<file path="src/rtl/bellman_scheduler.sv">
// Sequencer for the Bellman-Ford engine: buffers adjacency updates, applies them while the
// engine is frozen, then launches a run. Optional source rotation: BELLMAN_SCHED_ROTATE_EN.
module bellman_scheduler #(
  parameter int NODES      = 8,
  parameter int PRED_W     = 3,
  parameter int WEIGHT_W   = 32,
  parameter int FIFO_DEPTH = 4,
  parameter int TIMEOUT    = 4096
) (
  input  logic                       clk,
  input  logic                       reset,
  input  logic                       upd_valid,
  output logic                       upd_ready,
  input  logic [PRED_W-1:0]          upd_row,
  input  logic [PRED_W-1:0]          upd_col,
  input  logic signed [WEIGHT_W-1:0] upd_weight,
  output logic                       adj_we,
  output logic [PRED_W-1:0]          adj_row,
  output logic [PRED_W-1:0]          adj_col,
  output logic signed [WEIGHT_W-1:0] adj_wdata,
  input  logic [PRED_W-1:0]          src_cfg,
  output logic                       bellman_reset,
  output logic [PRED_W-1:0]          src,
  input  logic                       bellman_done,
  output logic                       result_valid,
  output logic [15:0]                run_count,
  output logic                       busy,
  output logic                       timeout_err
);

  // FIFO_DEPTH must be a power of two >= 2 so the pointers wrap naturally.
  localparam int AW = (FIFO_DEPTH > 1) ? $clog2(FIFO_DEPTH) : 1;
  localparam int TW = $clog2(TIMEOUT + 1);
  localparam logic [AW:0]       DEPTH_C    = (AW+1)'(FIFO_DEPTH);
  localparam logic [AW:0]       LAST_POP   = (AW+1)'(FIFO_DEPTH - 1);
  localparam logic [AW:0]       ONE_C      = (AW+1)'(1);
  localparam logic [TW-1:0]     TIMER_LAST = TW'(TIMEOUT - 1);
  localparam logic [PRED_W-1:0] LAST_NODE  = PRED_W'(NODES - 1);

  typedef enum logic [2:0] {IDLE, DRAIN, START, RUN, REPORT} state_t;

  state_t state, next_state;

  logic [PRED_W-1:0]          fifo_row [FIFO_DEPTH];
  logic [PRED_W-1:0]          fifo_col [FIFO_DEPTH];
  logic signed [WEIGHT_W-1:0] fifo_wt  [FIFO_DEPTH];
  logic [AW-1:0]              wr_ptr, rd_ptr;
  logic [AW:0]                count, pops;
  logic [TW-1:0]              timer;
  logic                       dirty;
  logic                       push, pop, timeout_hit;

  assign upd_ready    = (count < DEPTH_C) && !reset;
  assign push         = upd_valid && upd_ready;
  assign pop          = (state == DRAIN) && (count != '0);
  assign timeout_hit  = (state == RUN) && (next_state == IDLE);
  assign result_valid = (state == REPORT);

  always_ff @(posedge clk) begin
    if (push) begin
      fifo_row[wr_ptr] <= upd_row;
      fifo_col[wr_ptr] <= upd_col;
      fifo_wt[wr_ptr]  <= upd_weight;
    end
  end

  always_comb begin
    next_state = state;
    adj_we     = 1'b0;
    adj_row    = '0;
    adj_col    = '0;
    adj_wdata  = '0;
    case (state)
      IDLE: begin
        if (count != '0)
          next_state = DRAIN;
        else if (dirty)
          next_state = START;
      end
      DRAIN: begin
        if (pop) begin
          adj_we    = 1'b1;
          adj_row   = fifo_row[rd_ptr];
          adj_col   = fifo_col[rd_ptr];
          adj_wdata = fifo_wt[rd_ptr];
        end
        // Leave when the buffer empties or after a full buffer's worth of pops.
        if (!pop || ((count == ONE_C) && !push) || (pops == LAST_POP))
          next_state = START;
      end
      START:   next_state = RUN;
      RUN: begin
        if ((timer != '0) && bellman_done)
          next_state = REPORT;
        else if (timer == TIMER_LAST)
          next_state = IDLE;
      end
      REPORT:  next_state = IDLE;
      default: next_state = IDLE;
    endcase
  end

  always_ff @(posedge clk or posedge reset) begin
    if (reset) begin
      state         <= IDLE;
      busy          <= 1'b0;
      bellman_reset <= 1'b1;
      wr_ptr        <= '0;
      rd_ptr        <= '0;
      count         <= '0;
      pops          <= '0;
      dirty         <= 1'b0;
      timer         <= '0;
      src           <= '0;
      run_count     <= '0;
      timeout_err   <= 1'b0;
    end else begin
      state         <= next_state;
      busy          <= (next_state != IDLE);
      bellman_reset <= (next_state != RUN);
      if (push)
        wr_ptr <= wr_ptr + 1'b1;
      if (pop)
        rd_ptr <= rd_ptr + 1'b1;
      case ({push, pop})
        2'b10:   count <= count + 1'b1;
        2'b01:   count <= count - 1'b1;
        default: ;
      endcase
      if (state == IDLE)
        pops <= '0;
      else if (pop)
        pops <= pops + 1'b1;
      // A timed-out run marks the matrix dirty so it is rerun automatically.
      if (state == START)
        dirty <= 1'b0;
      else if (pop || timeout_hit)
        dirty <= 1'b1;
      if (timeout_hit)
        timeout_err <= 1'b1;
      if (state == START)
        timer <= '0;
      else if (state == RUN)
        timer <= timer + 1'b1;
      if (state == REPORT)
        run_count <= run_count + 16'd1;
`ifdef BELLMAN_SCHED_ROTATE_EN
      if (state == REPORT)
        src <= (src == LAST_NODE) ? '0 : src + 1'b1;
`else
      if (state == START)
        src <= src_cfg;
`endif
    end
  end

`ifdef BELLMAN_SCHED_ROTATE_EN
  logic unused_cfg;
  assign unused_cfg = ^src_cfg;
`endif

endmodule

</file>
<file path="config.mk">
export PLATFORM = sky130hd
export DESIGN_NAME = bellman_scheduler
export DESIGN_NICKNAME = d
export VERILOG_FILES = /design/src/rtl/bellman_scheduler.sv
export SDC_FILE = /design/constraint.sdc
export NUM_CORES = 1
export LEC_CHECK = 0
export CORE_UTILIZATION = 40
export CTS_CLUSTER_SIZE = 12
export DETAILED_ROUTE_END_ITERATION = 7
export PLACE_DENSITY = 0.64
export SLEW_MARGIN = 10
export SYNTH_ARGS = -nofsm -noshare
export SYNTH_HDL_FRONTEND = slang
export SYNTH_SLANG_ARGS = --single-unit
</file>
<file path="constraint.sdc">
create_clock -name clk -period 2 [get_ports clk]
set_clock_uncertainty 0.15 [all_clocks]
set_input_delay 0.6 -clock clk [delete_from_list [all_inputs] [get_ports clk]]
set_output_delay 0.6 -clock clk [all_outputs]
set_load 0.005 [all_outputs]
</file>
==> flow_summary_export.csv, run 1 <==
group,metric,value,unit
die,num_rows,52,
die,core-area,20200,sq um
min_path,min_from,"run_count[15]",
global_routing,grt.total_usage,17.7,%
placed_design,gp_congestion,0.818,
timing,max_freq,358,MHz
min_path,min_delay_path_depth,1,
synth,synth-warning-count,0,
synth,synth_fp_nets,535,
clock_tree,worstSkewPairLatency,500,ps
power_and_ir_drop,p_leak,4.48,nW
global_routing,antenna_found_initial,0,
layout,num-nets-final,746,
setup_path,slowest_delay,500,ps
setup_path,crit_chain,"buf_12, buf_12, buf_8, mux4_2, and2_4, buf_6",
setup_path,crit_top_cell,"buf_12",
timing,tightest_slew,636,ps
run_status,status,"finished, violations left",
detailed_routing,drt-pass1-iter-count,4,
detailed_routing,vias,4825,
setup_path,cp_max_fo,6,
placed_design,dpl.hpwl,10800,microns
synth,ys_async_sr_fraction,24.4,%
die,initial_utilization,40.7,%
timing,slew_headroom,57.6,%
detailed_routing,routedWlPerCell,18.5,microns
placed_design,port_buffers,107,
setup_path,r2r_end,"timer[10]",
global_routing,grt-ovfl-total,0,
detailed_routing,drc_errors,0,
setup_path,start_kind,"flop",
setup_path,regToRegStartpoint,"state[1]",
synth,ys.flop_type,"edfxtp_1",
clock_tree,htree_levels,1,
timing,finalCritPeriodShare,140,%
clock_tree,cts.reportedPaths.clkPinSlew,60,ps
setup_path,critPathArrivalTime,2040,ps
global_routing,grt_pass1_vias,5386,
synth,synth_top_area_share,55.6,%
min_path,hold_path.class,"reg -> reg",
setup_path,crit_path_top_delay_cell,"mux4_2",
setup_path,cp-end-kind,"primary output",
synth,synth_cell_type_count,43,
layout,n_antenna_cell,0,
die,dieArea,21100,sq um
die,fp.dieW,145,microns
timing,hold_viol,0,
placed_design,postPlaceCellArea,10000,sq um
timing,grt_setup_unrepaired,"true",
layout,drive_above_1_share,40.1,%
synth,synth_edf_count,152,
run_status,violations,"negative setup slack",
layout,layout-area-overhead-vs-synth,40.4,%
detailed_routing,totalWireLength,18000,microns
clock_tree,cts_sinks,201,
timing,finalCriticalPeriod,2790,ps
clock_tree,cts_tree,"built",
layout,finalInstanceArea,11500,sq um
die,die_h,145,microns
detailed_routing,antenna_left,0,
global_routing,grt_pass1_wl,29200,microns
setup_path,rrSetupSlack,90,ps
timing,setup_viol,41,
setup_path,cp_num_buf_inv,4,
setup_path,cp.required,1250,ps
synth,yosysTopAreaCell,"edfxtp_1",
timing,tns,-28380,ps
synth,synth_most_common_cell,"edfxtp_1",
synth,ys_ff_latch,201,
clock_tree,cts_root_buffer,"clkbuf_16",
detailed_routing,vias_per_cell,4.96,
synth,synth-seq-area-share,70.5,%
timing,layout_setup_ws,-793,ps
power_and_ir_drop,peakVddDrop,0.000775,V
timing,drv_slew,0,
detailed_routing,drt_first_iter_violations,215,
placed_design,dp_slack,-655,ps
setup_path,crit_family,"multiplexers",
synth,syn_inst,476,
min_path,min_delay_worst_endpoint,"run_count[15]",
power_and_ir_drop,total_power,15.0,mW
synth,avgSynthCellArea,17.3,sq um
setup_path,critical_path_class,"reg -> out",
die,pin_count,108,
setup_path,rr_worst_depth,7,
synth,synth.area.top_cells,"edfxtp_1 56%, dfrtp_1 15%, mux4_2 10%, and2_1 3.0%, ha_1 2.1%",
clock_tree,cts_buffers,22,
power_and_ir_drop,pwr_density_cell,1300,nW/um^2
synth,ys_top_cells_by_count,"152 x edfxtp_1, 48 x dfrtp_1, 39 x and2_1, 38 x mux4_2, 19 x xnor2_1",
global_routing,grt_max_degree,50,
timing,fin_hold_ws,332,ps
flow_run,cap_violations,0,
synth,synth_area,8210,sq um
clock_tree,max-clock-path-buffers,3,
## per-layer routing
layer | global-route usage (%) | wire length, microns | up-vias
met5 | 0 | 0 | -
met4 | 4.63 | 347 | 0
met3 | 3.46 | 868 | 27
met2 | 31.0 | 9270 | 123
met1 | 22.6 | 7490 | 2435
li1 | - | - | 2240
## placed cells by master, fill, tap and decap left out, types with 19 or more instances in the layout
cell type	synthesis	final
edfxtp_1	152	152
buf_6	2	56
buf_4	0	53
dfrtp_1	48	44
clkdlybuf4s50_1	0	43
mux4_2	38	38
and2_4	0	36
clkbuf_16	0	24
dlygate4sd2_1	0	22
xnor2_1	19	19
## through the flow
| step | utilization [%] | cells |
|---|---|---|
| 4_1_cts | 57.1 | 975 |
| 2_1_floorplan | - | 476 |
| 3_3_place_gp | 49.7 | 880 |
| 3_5_place_dp | 49.7 | 880 |
| 6_report | 57.2 | 973 |
| 5_1_grt | 57.2 | 973 |
## kinds of logic (layout without fill, tap and decap cells)
| group | Yosys count | after routing | synth area share (%) |
|---|---|---|---|
| AOI/OAI and AO/OA | 26 | 26 | 1.93 |
| xor gates and xnor gates | 28 | 28 | 2.99 |
| adders and majority gates | 14 | 14 | 2.13 |
| DFF | 201 | 201 | 70.5 |
| and+or+nand+nor | 128 | 128 | 9.38 |
| buffers and inverters | 36 | 263 | 1.96 |
| muxes | 43 | 43 | 11.1 |
## how the worst max path moves through the flow
| stage | from | end | slack [ps] | depth (start not counted) |
|---|---|---|---|---|
| 4_1_cts | rd_ptr[0] | adj_wdata[6] | -900 | 7 |
| 3_5_place_dp | reset | upd_ready | -650 | 3 |
| 6_report | rd_ptr[0] | adj_wdata[2] | -790 | 6 |
| 3_3_place_gp | reset | upd_ready | -670 | 3 |
| 5_1_grt | rd_ptr[0] | adj_wdata[2] | -860 | 6 |
| 2_1_floorplan | reset | state[1] | -220 | 4 |
## state kept, by name, indices dropped and copies added, names as in the netlist
register and count:
fifo_wt 128, run_count 16, timer 13, fifo_col 12
fifo_row 12, count 3, pops 3, src 3
state 3, rd_ptr 2, wr_ptr 2, bellman_reset 1
busy 1, dirty 1, timeout_err 1
## power breakdown
| part | switching [mW] | internal (mW) |
|---|---|---|
| combinational | 2.36 | 3.54 |
| sequential | 0.231 | 5.01 |
| clock | 1.54 | 2.28 |
## what timing repair did
action                     CTS  global route
setup buffers               53             5
gates cloned                 4             1
pin swaps                   28             5
hold buffers                 0             0
gates resized for setup    292            20
setup endpoints to repair  127           139
## final cells by class
| type | count | area (sq um) |
|---|---|---|
| clock buffers | 33 | 623 |
| fillers | 1586 | 8640 |
| flip-flops and latches | 201 | 5800 |
| repair buffers | 205 | 2180 |
| inverters | 18 | 83.8 |
| clock inverters | 7 | 57.6 |
| multi-input cells | 239 | 2450 |
| well taps | 270 | 338 |
(Power assumes the default switching activity.)
==> run 2: changes to the inputs <==
HOLD_SLACK_MARGIN = 0.15   (was unset)
==> results of run 2 <==
The final DEF is identical to that of run 1; final timing and power are the same.
